[config.mk]
export PLATFORM = sky130hd
export DESIGN_NAME = can_tx_scheduler
export DESIGN_NICKNAME = d
export VERILOG_FILES = /design/src/rtl/can_tx_scheduler.sv
export SDC_FILE = /design/constraint.sdc
export NUM_CORES = 1
export LEC_CHECK = 0
export ABC_AREA = 1
export CORE_UTILIZATION = 32
export CTS_BUF_LIST = sky130_fd_sc_hd__clkbuf_8 sky130_fd_sc_hd__clkbuf_16
export CTS_CLUSTER_SIZE = 12
export DETAILED_ROUTE_END_ITERATION = 10
export PLACE_DENSITY = 0.59
export SLEW_MARGIN = 20
export SYNTH_ARGS = -nofsm -noshare
export SYNTH_HDL_FRONTEND = slang
export SYNTH_SLANG_ARGS = --single-unit
[constraint.sdc]
create_clock -name clk -period 6.1 [get_ports clk]
set_input_delay 1.22 -clock clk [delete_from_list [all_inputs] [get_ports clk]]
set_output_delay 1.22 -clock clk [all_outputs]
set_load 0.01 [all_outputs]
[src/rtl/can_tx_scheduler.sv]
// CAN transmit scheduler: N_MBOX standard-ID mailboxes, lowest-ID-first offer to the
// packet layer over req/ack, with per-frame retry limit and deferred abort handling.
module can_tx_scheduler #(
    parameter int N_MBOX      = 4,
    parameter int RETRY_LIMIT = 8
) (
    input  logic                      clk,
    input  logic                      rstn,
    input  logic                      wr_en,
    input  logic [$clog2(N_MBOX)-1:0] wr_sel,
    input  logic [10:0]               wr_id,
    input  logic [3:0]                wr_len,
    input  logic [63:0]               wr_data,
    input  logic                      abort_en,
    input  logic [$clog2(N_MBOX)-1:0] abort_sel,
    output logic [N_MBOX-1:0]         mb_busy,
    output logic [N_MBOX-1:0]         done_pulse,
    output logic [N_MBOX-1:0]         fail_pulse,
    output logic                      pkt_req,
    input  logic                      pkt_ack,
    output logic [10:0]               pkt_id,
    output logic [3:0]                pkt_len,
    output logic [63:0]               pkt_data,
    input  logic                      pkt_done,
    input  logic                      pkt_lost,
    input  logic                      pkt_err
);
    localparam int SW = $clog2(N_MBOX);

    typedef enum logic [1:0] {IDLE, PICK, REQ, BUSY} state_t;
    state_t state, state_nxt;

    logic [10:0] mb_id   [N_MBOX];
    logic [3:0]  mb_len  [N_MBOX];
    logic [63:0] mb_data [N_MBOX];
    logic [7:0]  retry   [N_MBOX];
    logic [SW-1:0] sel;
    logic          abort_flag;

    logic              accept, abort_hit, in_flight, abort_sel_hit, aborted;
    logic              outcome, done_sel, fail_sel, retry_upd, pick_found;
    logic [SW-1:0]     pick_idx;
    logic [7:0]        retry_inc;
    logic [N_MBOX-1:0] abort_mask, eligible, busy_nxt, done_nxt, fail_nxt;

    always_comb begin
        accept        = wr_en && !mb_busy[wr_sel];
        abort_hit     = abort_en && mb_busy[abort_sel];
        in_flight     = (state == REQ) || (state == BUSY);
        abort_sel_hit = abort_hit && in_flight && (abort_sel == sel);
        abort_mask    = '0;
        if (abort_hit && !abort_sel_hit) abort_mask[abort_sel] = 1'b1;
        aborted       = abort_flag || abort_sel_hit;

        // An abort landing in PICK must not let the aborted mailbox win this round
        eligible   = mb_busy & ~abort_mask;
        pick_found = 1'b0;
        pick_idx   = '0;
        for (int i = 0; i < N_MBOX; i++) begin
            if (eligible[i] && (!pick_found || mb_id[i] < mb_id[pick_idx])) begin
                pick_found = 1'b1;
                pick_idx   = SW'(i);
            end
        end

        outcome   = (state == BUSY) && (pkt_done || pkt_err || pkt_lost);
        retry_inc = (retry[sel] == 8'hFF) ? 8'hFF : retry[sel] + 8'd1;
        done_sel  = 1'b0;
        fail_sel  = 1'b0;
        retry_upd = 1'b0;
        if (outcome) begin
            if (pkt_done) begin
                done_sel = 1'b1;
            end else if (aborted) begin
                fail_sel = 1'b1;
            end else if (pkt_err) begin
                retry_upd = 1'b1;
                fail_sel  = (RETRY_LIMIT != 0) && (retry_inc == 8'(RETRY_LIMIT));
            end
        end

        busy_nxt = mb_busy & ~abort_mask;
        if (done_sel || fail_sel) busy_nxt[sel] = 1'b0;
        if (accept) busy_nxt[wr_sel] = 1'b1;
        done_nxt      = '0;
        done_nxt[sel] = done_sel;
        fail_nxt      = abort_mask;
        if (fail_sel) fail_nxt[sel] = 1'b1;
    end

    always_comb begin
        state_nxt = state;
        case (state)
            IDLE: if (|mb_busy) state_nxt = PICK;
            PICK: state_nxt = pick_found ? REQ : IDLE;
            REQ:  if (pkt_ack) state_nxt = BUSY;
            BUSY: if (outcome) state_nxt = IDLE;
            default: state_nxt = IDLE;
        endcase
    end

    always_ff @(posedge clk or negedge rstn) begin
        if (!rstn) state <= IDLE;
        else       state <= state_nxt;
    end

    always_ff @(posedge clk or negedge rstn) begin
        if (!rstn) begin
            mb_busy    <= '0;
            done_pulse <= '0;
            fail_pulse <= '0;
            pkt_req    <= 1'b0;
            pkt_id     <= '0;
            pkt_len    <= '0;
            pkt_data   <= '0;
            sel        <= '0;
            abort_flag <= 1'b0;
            for (int i = 0; i < N_MBOX; i++) retry[i] <= '0;
        end else begin
            mb_busy    <= busy_nxt;
            done_pulse <= done_nxt;
            fail_pulse <= fail_nxt;
            if (outcome)            abort_flag <= 1'b0;
            else if (abort_sel_hit) abort_flag <= 1'b1;
            if (accept)    retry[wr_sel] <= '0;
            if (retry_upd) retry[sel]    <= retry_inc;
            if (state == PICK && pick_found) begin
                sel      <= pick_idx;
                pkt_id   <= mb_id[pick_idx];
                pkt_len  <= mb_len[pick_idx];
                pkt_data <= mb_data[pick_idx];
                pkt_req  <= 1'b1;
            end
            if (state == REQ && pkt_ack) pkt_req <= 1'b0;
        end
    end

    // Frame storage needs no reset: it is only read while the matching busy bit is set
    always_ff @(posedge clk) begin
        if (accept) begin
            mb_id[wr_sel]   <= wr_id;
            mb_len[wr_sel]  <= (wr_len > 4'd8) ? 4'd8 : wr_len;
            mb_data[wr_sel] <= wr_data;
        end
    end
endmodule

==> metrics.md <==
| Metric | Value |
|---|---|
| Startpoint types | `input port` |
| Clk sinks | `445` |
| DP Cell Count | `just under 3000` |
| Pin slew with the least headroom to its limit | `roughly 1.0 ns` |
| Worst hold-check path type | `reg2reg` |
| Crit Path Max Fanout | `14` |
| Critical Path Sink Type | `flip-flop` |
| Max incr delay on CP | `0.32 ns` |
| CTS root buf | `clkbuf_16` |
| Setup total negative slack | `0 ns` |
| Layout cells sized above 1 | `8.899%` |
| Ports | `between 150 and 200` |
| Placer Congestion | `between 0.8 and 0.9` |
| Status | `finished clean` |
| Longest Clk Path Bufs | `3` |
| CP dominant cell by count | `nand2_1` |
| Final setup viols | `0` |
| Post-synthesis sequential area ratio | `65.04%` |
| Yosys top cell by area | `edfxtp_1` |
| CTS tree | `done` |
| Crit Reg-Reg Startpoint | `mb_id[1][10]` |
| Worst Setup SP | `abort_sel[0]` |
| Vias in the first global route | `14430` |
| Final ANT Viol Nets | `0` |
| Core Box Area | `roughly 0.060 sq mm` |
| Peak VDD IR | `around 460 uV` |
| Total GRT Usage | `approximately 17%` |
| Initial core utilization | `between 30% and 40%` |
| Num CTS Buffers | `50` |
| Largest net degree at the start of global routing | `104` |
| CP required | `around 6.6 ns` |
| Setup CP Type | `in2reg` |
| First DRT Iteration DRCs | `roughly 1100` |
| Util after Layout | `40.92%` |
| Max-cap violation count | `0` |
| Power per Cell Area | `526.5 mW/mm^2` |
| Seq cells post-synth | `445` |
| YS warnings | `0` |
| Post-Syn Nets | `2065` |
| Fin crit share | `90.04%` |
| Synth top area cells | `edfxtp_1 (49%), dfrtp_1 (17%), nand2_1 (10%)` |
| Max Slew Vio Count | `0` |
| Area share of the largest cell type after synthesis | `48.53%` |
| Hold depth | `2` |
| Die height | `249.2 um` |
| Post-layout nets | `2306` |
| IO buf count | `182` |
| Grt ovf | `0` |
| Die area | `0.06210 sq mm` |
| First-pass iteration count of the detailed router | `7` |
| Die width | `~250 um` |
| Crit path to | `pkt_data[6]` |
| Relative slew slack | `31.08%` |
| Final worst path period need | `between 5 and 6 ns` |
| Worst skew pair latency | `0.59 ns` |
| Clock transition at path regs | `~0.06 ns` |
| Synth Instances | `roughly 1900` |
| CTS H-tree lvls | `2` |
| R2r endpoint | `pkt_data[6]` |
| # DRC | `0` |
| Worst R2R Setup Slack | `between 0.7 and 0.8 ns` |
| Yosys cell types | `41` |
| Tot Pwr | `0.01301 W` |
| Vias | `approximately 15000` |
| Critical-path top delay cell | `ha_1` |
| R2R depth | `40` |
| Leak | `10.73 nW` |
| First-pass GRT wire length | `83.99 mm` |
| Avg Vias per Cell | `between 4 and 5` |
| DP HPWL | `33.30 mm` |
| Fin cells | `3008` |
| Final hold slack | `0.4791 ns` |
| Critical Path AT | `6.01 ns` |
| Hold Vio Cnt, Final | `0` |
| Avg WL per Cell | `18.28 um` |
| Area grow syn2layout | `26.32%` |
| Average size of a mapped cell | `10.06 sq um` |
| Post-CTS Hold Buffers | `0` |
| RSZ-0062 raised after global routing | `false` |
| Fmax | `182.1 MHz` |
| Post-Route WL | `around 55 mm` |
| Mapped cell area | `between 0.015 and 0.02 sq mm` |
| Initial antenna violation count | `5` |
| Core Rows | `90` |
| Clk_skew | `0.01363 ns` |
==> area by class of cell <==
cell class,instances,area (sq um)
fill,5769,35660
sequential,445,12720
multi-input combinational,1179,5674
timing repair buffer,274,2826
clock buffer,58,1384
tap,782,978.4
inverter,234,893.4
clock inverter,35,225.2
antenna,1,2.502
==> what timing repair did <==
item                                   in CTS  in global routing
endpoints found under the hold margin       0                  0
setup endpoints to repair                   0                 81
gates resized for setup                     0                 30
setup buffers                               0                  7
==> critical path, delay by kind of cell <==
kind / cells / cell delay (ns)
AO/OA/AOI/OAI: 6 / 1.01
adder cells (fa/ha/maj): 2 / 0.62
buffers and inverters: 9 / 1.09
AND/OR/NAND/NOR: 22 / 2.03
==> synth_stat cells (all sizes together) <==
master and instances:
o21ai 63, edfxtp 316, dfrtp 129, nand4 7, nor2 194, and3 1
o22ai 2, o221a 2, a21oi 26, a21boi 1, nand3 195, and2 2
a21o 1, clkinv 1, o21bai 2, xnor2 1, a221oi 4, clkbuf 60
a211oi 2, a22oi 6, nand2 546, nor3 4, a22o 4, xor2 1
buf 26, or2 1, ha 31, o31ai 2, inv 233, nand3b 78
o41ai 1, nor4 1
==> through the flow <==
step                worst slack, ns  instance area [sq um]
floorplan                    0.3752                  19560
global placement            -0.3915                  22860
detailed placement          -0.4662                  22860
CTS                          0.1058                  24470
global route                 0.1855                  24700
finish                       0.6078                  24700
==> report_power, final <==
group	leakage [nW]	switching, W	internal, W
sequential	4.53	0.000286	0.00370
clock	0.873	0.00122	0.00170
combinational	5.33	0.00366	0.00245
==> cells by family (layout without fill, tap and decap cells) <==
kind of cell | count (synthesis) | in the layout | share of synthesized area, %
xor+xnor | 2 | 2 | 0.08960
buf+inv | 320 | 601 | 6.527
other cells | 0 | 1 | 0
flops | 445 | 445 | 65.04
compound gates | 116 | 116 | 3.398
simple gates | 1029 | 1030 | 22.97
fa+ha+maj | 31 | 31 | 1.984
==> placed cells by master, fill, tap and decap left out, types with 4 or more instances in the layout <==
master,instances
nand3_1,193
ha_1,31
o21ai_2,4
nor2_1,186
clkbuf_8,6
a22o_1,4
o21ai_0,53
nand3b_1,78
edfxtp_1,316
clkdlybuf4s50_1,179
a221oi_1,4
buf_4,70
o21ai_1,6
clkbuf_16,54
a21oi_1,26
inv_1,246
dfrtp_1,129
clkinv_2,8
nand2_1,540
a22oi_1,6
nand4_1,7
nor2_4,5
inv_4,5
buf_12,17
==> state kept, by name, summed over array words and instances (netlist names), named ones only <==
register	cells
pkt_id	11
mb_busy	4
fail_pulse	4
done_pulse	4
sel	2
pkt_len	4
mb_len	16
mb_id	44
abort_flag	1
retry	32
pkt_data	64
pkt_req	1
mb_data	256
state	1
==> layer usage <==
layer | routed length, um | vias up | global-route usage, %
met1 | 24140 | 7201 | 23.37
met4 | 1251 | 8 | 4.674
met2 | 25930 | 452 | 28.74
met3 | 3623 | 100 | 3.668
met5 | 46 | - | 0
li1 | - | 6863 | -
==> worst min path at each step <==
stage,to,startpoint
floorplan,retry[11],retry[11]
global placement,pkt_data[32],pkt_data[32]
detailed placement,pkt_data[13],pkt_data[13]
CTS,pkt_data[18],pkt_data[18]
global route,pkt_data[19],pkt_data[19]
finish,pkt_data[19],pkt_data[19]
Power figures use the tool's default switching activity.
